[src/rtl/fetch_queue.sv]
// Instruction fetch unit: drives the ROM address, prefetches {pc, instr} into a small FIFO,
// and hands entries to decode over valid/ready. A redirect flushes the FIFO and restarts fetch.
module fetch_queue #(
  parameter int DEPTH = 4,
  parameter int PC_W = 8,
  parameter int INSTR_W = 32,
  parameter logic [PC_W-1:0] RESET_PC = '0
) (
  input  logic                         clk,
  input  logic                         reset,
  output logic [PC_W-1:0]              rom_addr,
  input  logic [INSTR_W-1:0]           rom_instr,
  input  logic                         redirect,
  input  logic [PC_W-1:0]              redirect_pc,
  output logic                         out_valid,
  input  logic                         out_ready,
  output logic [INSTR_W-1:0]           out_instr,
  output logic [PC_W-1:0]              out_pc,
  output logic [$clog2(DEPTH+1)-1:0]   count
);

  localparam int AW = $clog2(DEPTH);
  localparam int CW = $clog2(DEPTH+1);
  localparam logic [CW-1:0] FULL = CW'(DEPTH);

  logic [PC_W-1:0]    fpc;
  logic [AW-1:0]      head;
  logic [AW-1:0]      tail;
  logic [CW-1:0]      occ;
  logic [PC_W-1:0]    pc_mem    [DEPTH];
  logic [INSTR_W-1:0] instr_mem [DEPTH];
  logic               empty;
  logic               pop;
  logic               push;

  assign empty     = (occ == '0);
  assign out_valid = ~empty & ~redirect;
  assign pop       = out_valid & out_ready;
  // A pop in the same cycle frees the slot, so a full queue can still accept.
  assign push      = ~redirect & ((occ != FULL) | pop);
  assign rom_addr  = fpc;
  assign count     = occ;
  assign out_instr = empty ? '0 : instr_mem[head];
  assign out_pc    = empty ? '0 : pc_mem[head];

  always_ff @(posedge clk) begin
    if (!reset) begin
      fpc  <= RESET_PC;
      head <= '0;
      tail <= '0;
      occ  <= '0;
    end else if (redirect) begin
      fpc  <= redirect_pc;
      head <= '0;
      tail <= '0;
      occ  <= '0;
    end else begin
      if (push) begin
        tail <= tail + 1'b1;
        fpc  <= fpc + 1'b1;
      end
      if (pop) head <= head + 1'b1;
      if (push && !pop) occ <= occ + 1'b1;
      else if (pop && !push) occ <= occ - 1'b1;
    end
  end

  // Storage needs no reset: entries are masked whenever the queue is empty.
  always_ff @(posedge clk) begin
    if (reset && push) begin
      pc_mem[tail]    <= fpc;
      instr_mem[tail] <= rom_instr;
    end
  end

endmodule
[config.mk]
export PLATFORM = sky130hd
export DESIGN_NAME = fetch_queue
export DESIGN_NICKNAME = d
export VERILOG_FILES = /design/src/rtl/fetch_queue.sv
export SDC_FILE = /design/constraint.sdc
export NUM_CORES = 1
export LEC_CHECK = 0
export BUFFER_PORTS_ARGS = -buffer_cell sky130_fd_sc_hd__buf_2
export CAP_MARGIN = 25
export CORE_MARGIN = 8
export CORE_UTILIZATION = 57
export DETAILED_ROUTE_END_ITERATION = 6
export HOLD_SLACK_MARGIN = 0.1
export MAX_ROUTING_LAYER = met4
export PLACE_DENSITY = 0.79
export SLEW_MARGIN = 20
export SYNTH_ARGS = -nofsm -noshare
export SYNTH_HDL_FRONTEND = slang
export SYNTH_SLANG_ARGS = --single-unit
[constraint.sdc]
create_clock -name clk -period 3.1 [get_ports clk]
set_input_delay 0.465 -clock clk [delete_from_list [all_inputs] [get_ports clk]]
set_output_delay 0.465 -clock clk [all_outputs]
set_load 0.02 [all_outputs]
==> After elaboration in Yosys (flattened, before gate mapping) <==
Memory sizes are Yosys's and may differ from the RTL's. A register that Yosys moved wholly into a read port is not among the register bits.
Index checks and enable logic that the tools add are counted.
{ "totals": {"memories": 2, "out_inout_bits": 52, "ff_bits": 15, "ram_bits": 160, "wordCells": 40} }
{ "op_classes": {"reduce_logical": 9, "muxes": 12, "n_eq_ne": 1, "bitwise_logic": 7, "n_addsub": 5} }
{ "memory_table": {"columns": ["memory", "words", "word_bits", "read_ports", "rd_ports_with_merged_regs", "write_ports", "line_no", "source"], "rows": [
  ["instr_mem", 4, 32, 1, 1, 1, "31", "logic [INSTR_W-1:0] instr_mem [DEPTH];"],
  ["pc_mem", 4, 8, 1, 1, 1, "30", "logic [PC_W-1:0] pc_mem [DEPTH];"]
]} }
{ "op_table": {"columns": ["op", "count"], "rows": [
  ["2-to-1 mux 32 bit", 1],
  ["2-to-1 mux 8 bit", 3],
  ["adder 8 x 1 -> 8 bit, second input constant", 1],
  ["2-to-1 mux 2 bit", 4],
  ["2-to-1 mux 3 bit", 2],
  ["adder 2 x 1 -> 2 bit, second input constant", 2],
  ["nonzero test 2 bit", 2],
  ["adder 3 x 1 -> 3 bit, second input constant", 1],
  ["AND 1 bit", 3],
  ["logical AND 1 bit", 3],
  ["zero test 3 bit", 1],
  ["!= test 3 bit, second input constant", 1],
  ["NOT 1 bit", 3],
  ["subtractor 3 x 1 -> 3 bit, second input constant", 1],
  ["zero test 1 bit", 2],
  ["2-to-1 mux 1 bit", 2],
  ["OR reduction 2 bit", 1],
  ["bitwise OR 1 bit", 1]
]} }

==> Logic depth before layout (Yosys ltp) <==
{ "depth": {"depth_word": 10, "depth_mapped": 9, "mapped_depth_nobuf": 9} }

==> Worst setup path after synthesis <==
Ideal clock, no wire load.
{ "synth_path": {"path_type": "in2reg", "from": "in reset", "to": "mem instr_mem[0][0] (enable)", "cell_stages": 4, "n_path_buf": 1, "required_ns": 2.699, "path_slack_ns": 0.717, "arrival_ns": 1.982, "cell_sequence": "buf_2 nand2_1 a21oi_1 and2_1"} }
{ "synth_via": {"elab_chain_len": 3} }
{ "synth_rtl": {"columns": ["item", "line_no", "source"], "rows": [
  ["start, declared", "10", "input logic reset,"],
  ["logical AND 1 bit", "70", "if (reset && push) begin"],
  ["2-to-1 mux 1 bit", "70", null],
  ["2-to-1 mux 1 bit (not written as such)", "72", "instr_mem[tail] <= rom_instr;"],
  ["end, declared", "31", null]
]} }
No other way between the ends.

==> results.sh <==
export IMPL_diodes=0
export IMPL_synthTopCellsByArea="edfxtp_1 69%, mux4_2 13%, dfxtp_1 4.9%"
export IMPL_hold_worst_slack_ps=263.0
export IMPL_fmax_ghz=0.4069
export IMPL_drt_iter0_markers=335
export IMPL_cp_max_fo=40
export IMPL_setup_viol=0
export IMPL_hold_violations=0
export IMPL_cts_tree="done"
export IMPL_p_clk_share_pct=38.9
export IMPL_swShare_pct=21.71
export IMPL_dieHeight_um=126.3
export IMPL_clockBufferDepth=2
export IMPL_finClkSkew_ps=14.75
export IMPL_worst_slew_margin_rel_pct=64.97
export IMPL_grt_pass1_wl_um=20460
export IMPL_fin_crit_ps=2457
export IMPL_rsz0062_at_grt="no"
export IMPL_synth_seq_cells=177
export IMPL_p_leak_nw=2.889
export IMPL_syn_area_per_cell_um2=19.55
export IMPL_peakVddDrop_uv=415.7
export IMPL_insertion_delay_ps=420
export IMPL_path_class="reg2out"
export IMPL_slew_violations=0
export IMPL_syn_num_nets=406
export IMPL_cap_viol_max_count=0
export IMPL_antenna_found_initial=0
export IMPL_grtUsageTotal_pct=17.30
export IMPL_yosysMostFrequentCell="edfxtp_1"
export IMPL_ys_flop_type="edfxtp_1"
export IMPL_grt_ovfl_total=0
export IMPL_cp_start_kind="register"
export IMPL_crit_path_end_kind="output pin"
export IMPL_route_detailed_drc=0
export IMPL_fp_row_count=40
export IMPL_synth_top_area_share_pct=69.23
export IMPL_cts_max_level=4
export IMPL_die_w_um=126.3
export IMPL_crit_required_ps=2630
export IMPL_final_nets=512
export IMPL_dp_hpwl_um=7843
export IMPL_ys_top_cells_by_count="160 x edfxtp_1, 44 x and2_1, 40 x mux4_2"
export IMPL_cp_data_arrival_time_ps=1990
export IMPL_pin_count=96
export IMPL_synth_seq_area_share_pct=74.13
export IMPL_core_area_um2=11960
export IMPL_cts_resized=0
export IMPL_switching_power_w=0.001113
export IMPL_finalWeightedCongestion=0.7683
export IMPL_status="completed"
export IMPL_numCtsBuffers=17
export IMPL_p_per_area_nw_per_um2=624.5
export IMPL_drive_gt1_share_pct=37.76
export IMPL_grt_max_degree=42
export IMPL_p_int_w=0.004015
export IMPL_cts_sinks=177
export IMPL_min_path_type="in2reg"
export IMPL_dieArea_um2=15960
export IMPL_worstMarginPinSlew_ps=524.9
export IMPL_postCtsSetupBuffers=0
export IMPL_wl_per_cell_um=20.53
export IMPL_synth_area_um2=6940
export IMPL_whs_path_depth=1
export IMPL_ant_nets=0
export IMPL_via_count=3538
export IMPL_cts_root_buffer="clkbuf_16"
export IMPL_wirelength_um=12750
export IMPL_grt_pass1_vias=3855
export IMPL_synth_cells=355
export IMPL_clkTransAtPathRegs_ps=70
export IMPL_dr_pass1_iters=4
export IMPL_ctsHoldBuffers=0
export IMPL_reg2reg_depth=8
export IMPL_vias_per_cell=5.697
export IMPL_initial_utilization_pct=58.02
export IMPL_power_frac_comb_pct=8.4
export IMPL_io_buffers=95
export IMPL_yosys_area_top_type="edfxtp_1"
export IMPL_synth_async_reset_ratio_pct=0
export IMPL_synth_edff_count=160
export IMPL_yosys_warnings=0
export IMPL_synth_cell_types=26
export IMPL_seqPwrFrac_pct=52.7
export IMPL_fin_setup_tns_ps=0
export IMPL_fin_crit_sh_pct=79.27
export IMPL_syn2layout_area_growth_pct=18.32
-- worst paths after layout --
check / from / endpoint / slack (ps)
setup / recovery: register / out_instr[17] / 640
hold / removal: rom_instr[17] / instr_mem[0][17]$_DFFE_PP_ / 260
setup reg to reg: count[0]$_SDFFE_PP0P_ / count[2]$_SDFFE_PP0P_ / 940
hold reg to reg: tail[1]$_SDFFE_PP0N_ / tail[1]$_SDFFE_PP0N_ / 520
-- routing by layer --
| layer | part of all wire, % | vias up | wire [µm] | global-route usage, % |
|---|---|---|---|---|
| met5 | 0 | - | 0 | - |
| met4 | 1.4 | 0 | 180 | 7.643 |
| met3 | 6.7 | 16 | 851 | 4.231 |
| met2 | 51 | 127 | 6464 | 27.80 |
| met1 | 41 | 1785 | 5255 | 20.53 |
| li1 | - | 1610 | - | - |
-- area by class of cell --
cell class	instances	area, µm²
clock buffer	20	436.7
clock inverter	12	116.4
fill	780	3750
inverter	5	18.77
multi-input combinational	157	1698
sequential	177	5147
tap	147	183.9
timing repair buffer	103	610.6
-- per-stage QoR --
stage	worst slack, ps	total power (W)	utilization [%]	area [µm²]	instances
floorplan	717.0	0.003017	-	6940	355
global placement	686.2	0.003177	64.03	7659	589
detailed placement	565.1	0.003192	64.03	7659	589
CTS	601.7	0.005174	68.65	8212	621
global route	554.1	0.005296	68.65	8212	621
finish	642.6	0.005129	68.65	8212	621
-- placed cells by master (no fill, tap or decap), drive strengths merged, types with 6 or more instances in the layout --
cell / synthesis / routed
inv: 5 / 6
o21ai: 9 / 9
dfxtp: 17 / 17
nor2: 8 / 8
a21oi: 13 / 13
nand2: 7 / 7
ha: 6 / 6
clkinv: 0 / 7
clkbuf: 10 / 20
nand3: 6 / 6
xnor2: 9 / 9
mux4: 40 / 40
buf: 6 / 103
and2: 44 / 44
edfxtp: 160 / 160
-- power groups by stage --
stage	clock network (W)	logic [W]	registers, W
6_report	0.00199	0.000431	0.00270
5_1_grt	0.00212	0.000469	0.00271
4_1_cts	0.00203	0.000440	0.00270
3_5_place_dp	0	0.000438	0.00275
3_3_place_gp	0	0.000429	0.00275
2_1_floorplan	0	0.000260	0.00276
-- logic make-up (layout without fill, tap and decap cells) --
| group | count (synthesis) | count (layout) | synth area share (%) |
|---|---|---|---|
| adders and majority gates | 7 | 7 | 1.370 |
| muxes | 42 | 42 | 13.27 |
| buffers and inverters | 21 | 140 | 1.478 |
| DFF | 177 | 177 | 74.13 |
| and+or+nand+nor | 70 | 70 | 5.931 |
| AOI/OAI and AO/OA | 26 | 26 | 2.308 |
| xor gates and xnor gates | 12 | 12 | 1.514 |
-- sequential cells by signal, indices dropped and copies added, names as in the netlist, named ones only --
name and count:
pc_mem 32, head 2, tail 2, count 3, instr_mem 128, rom_addr 8
-- worst max-delay path, cell delays in order, from the launching register on --
cell and delay [ps]:
dfxtp_2 340, buf_12 300, mux4_2 570, and2_1 180
buf_2 150
(Power assumes the default switching activity.)
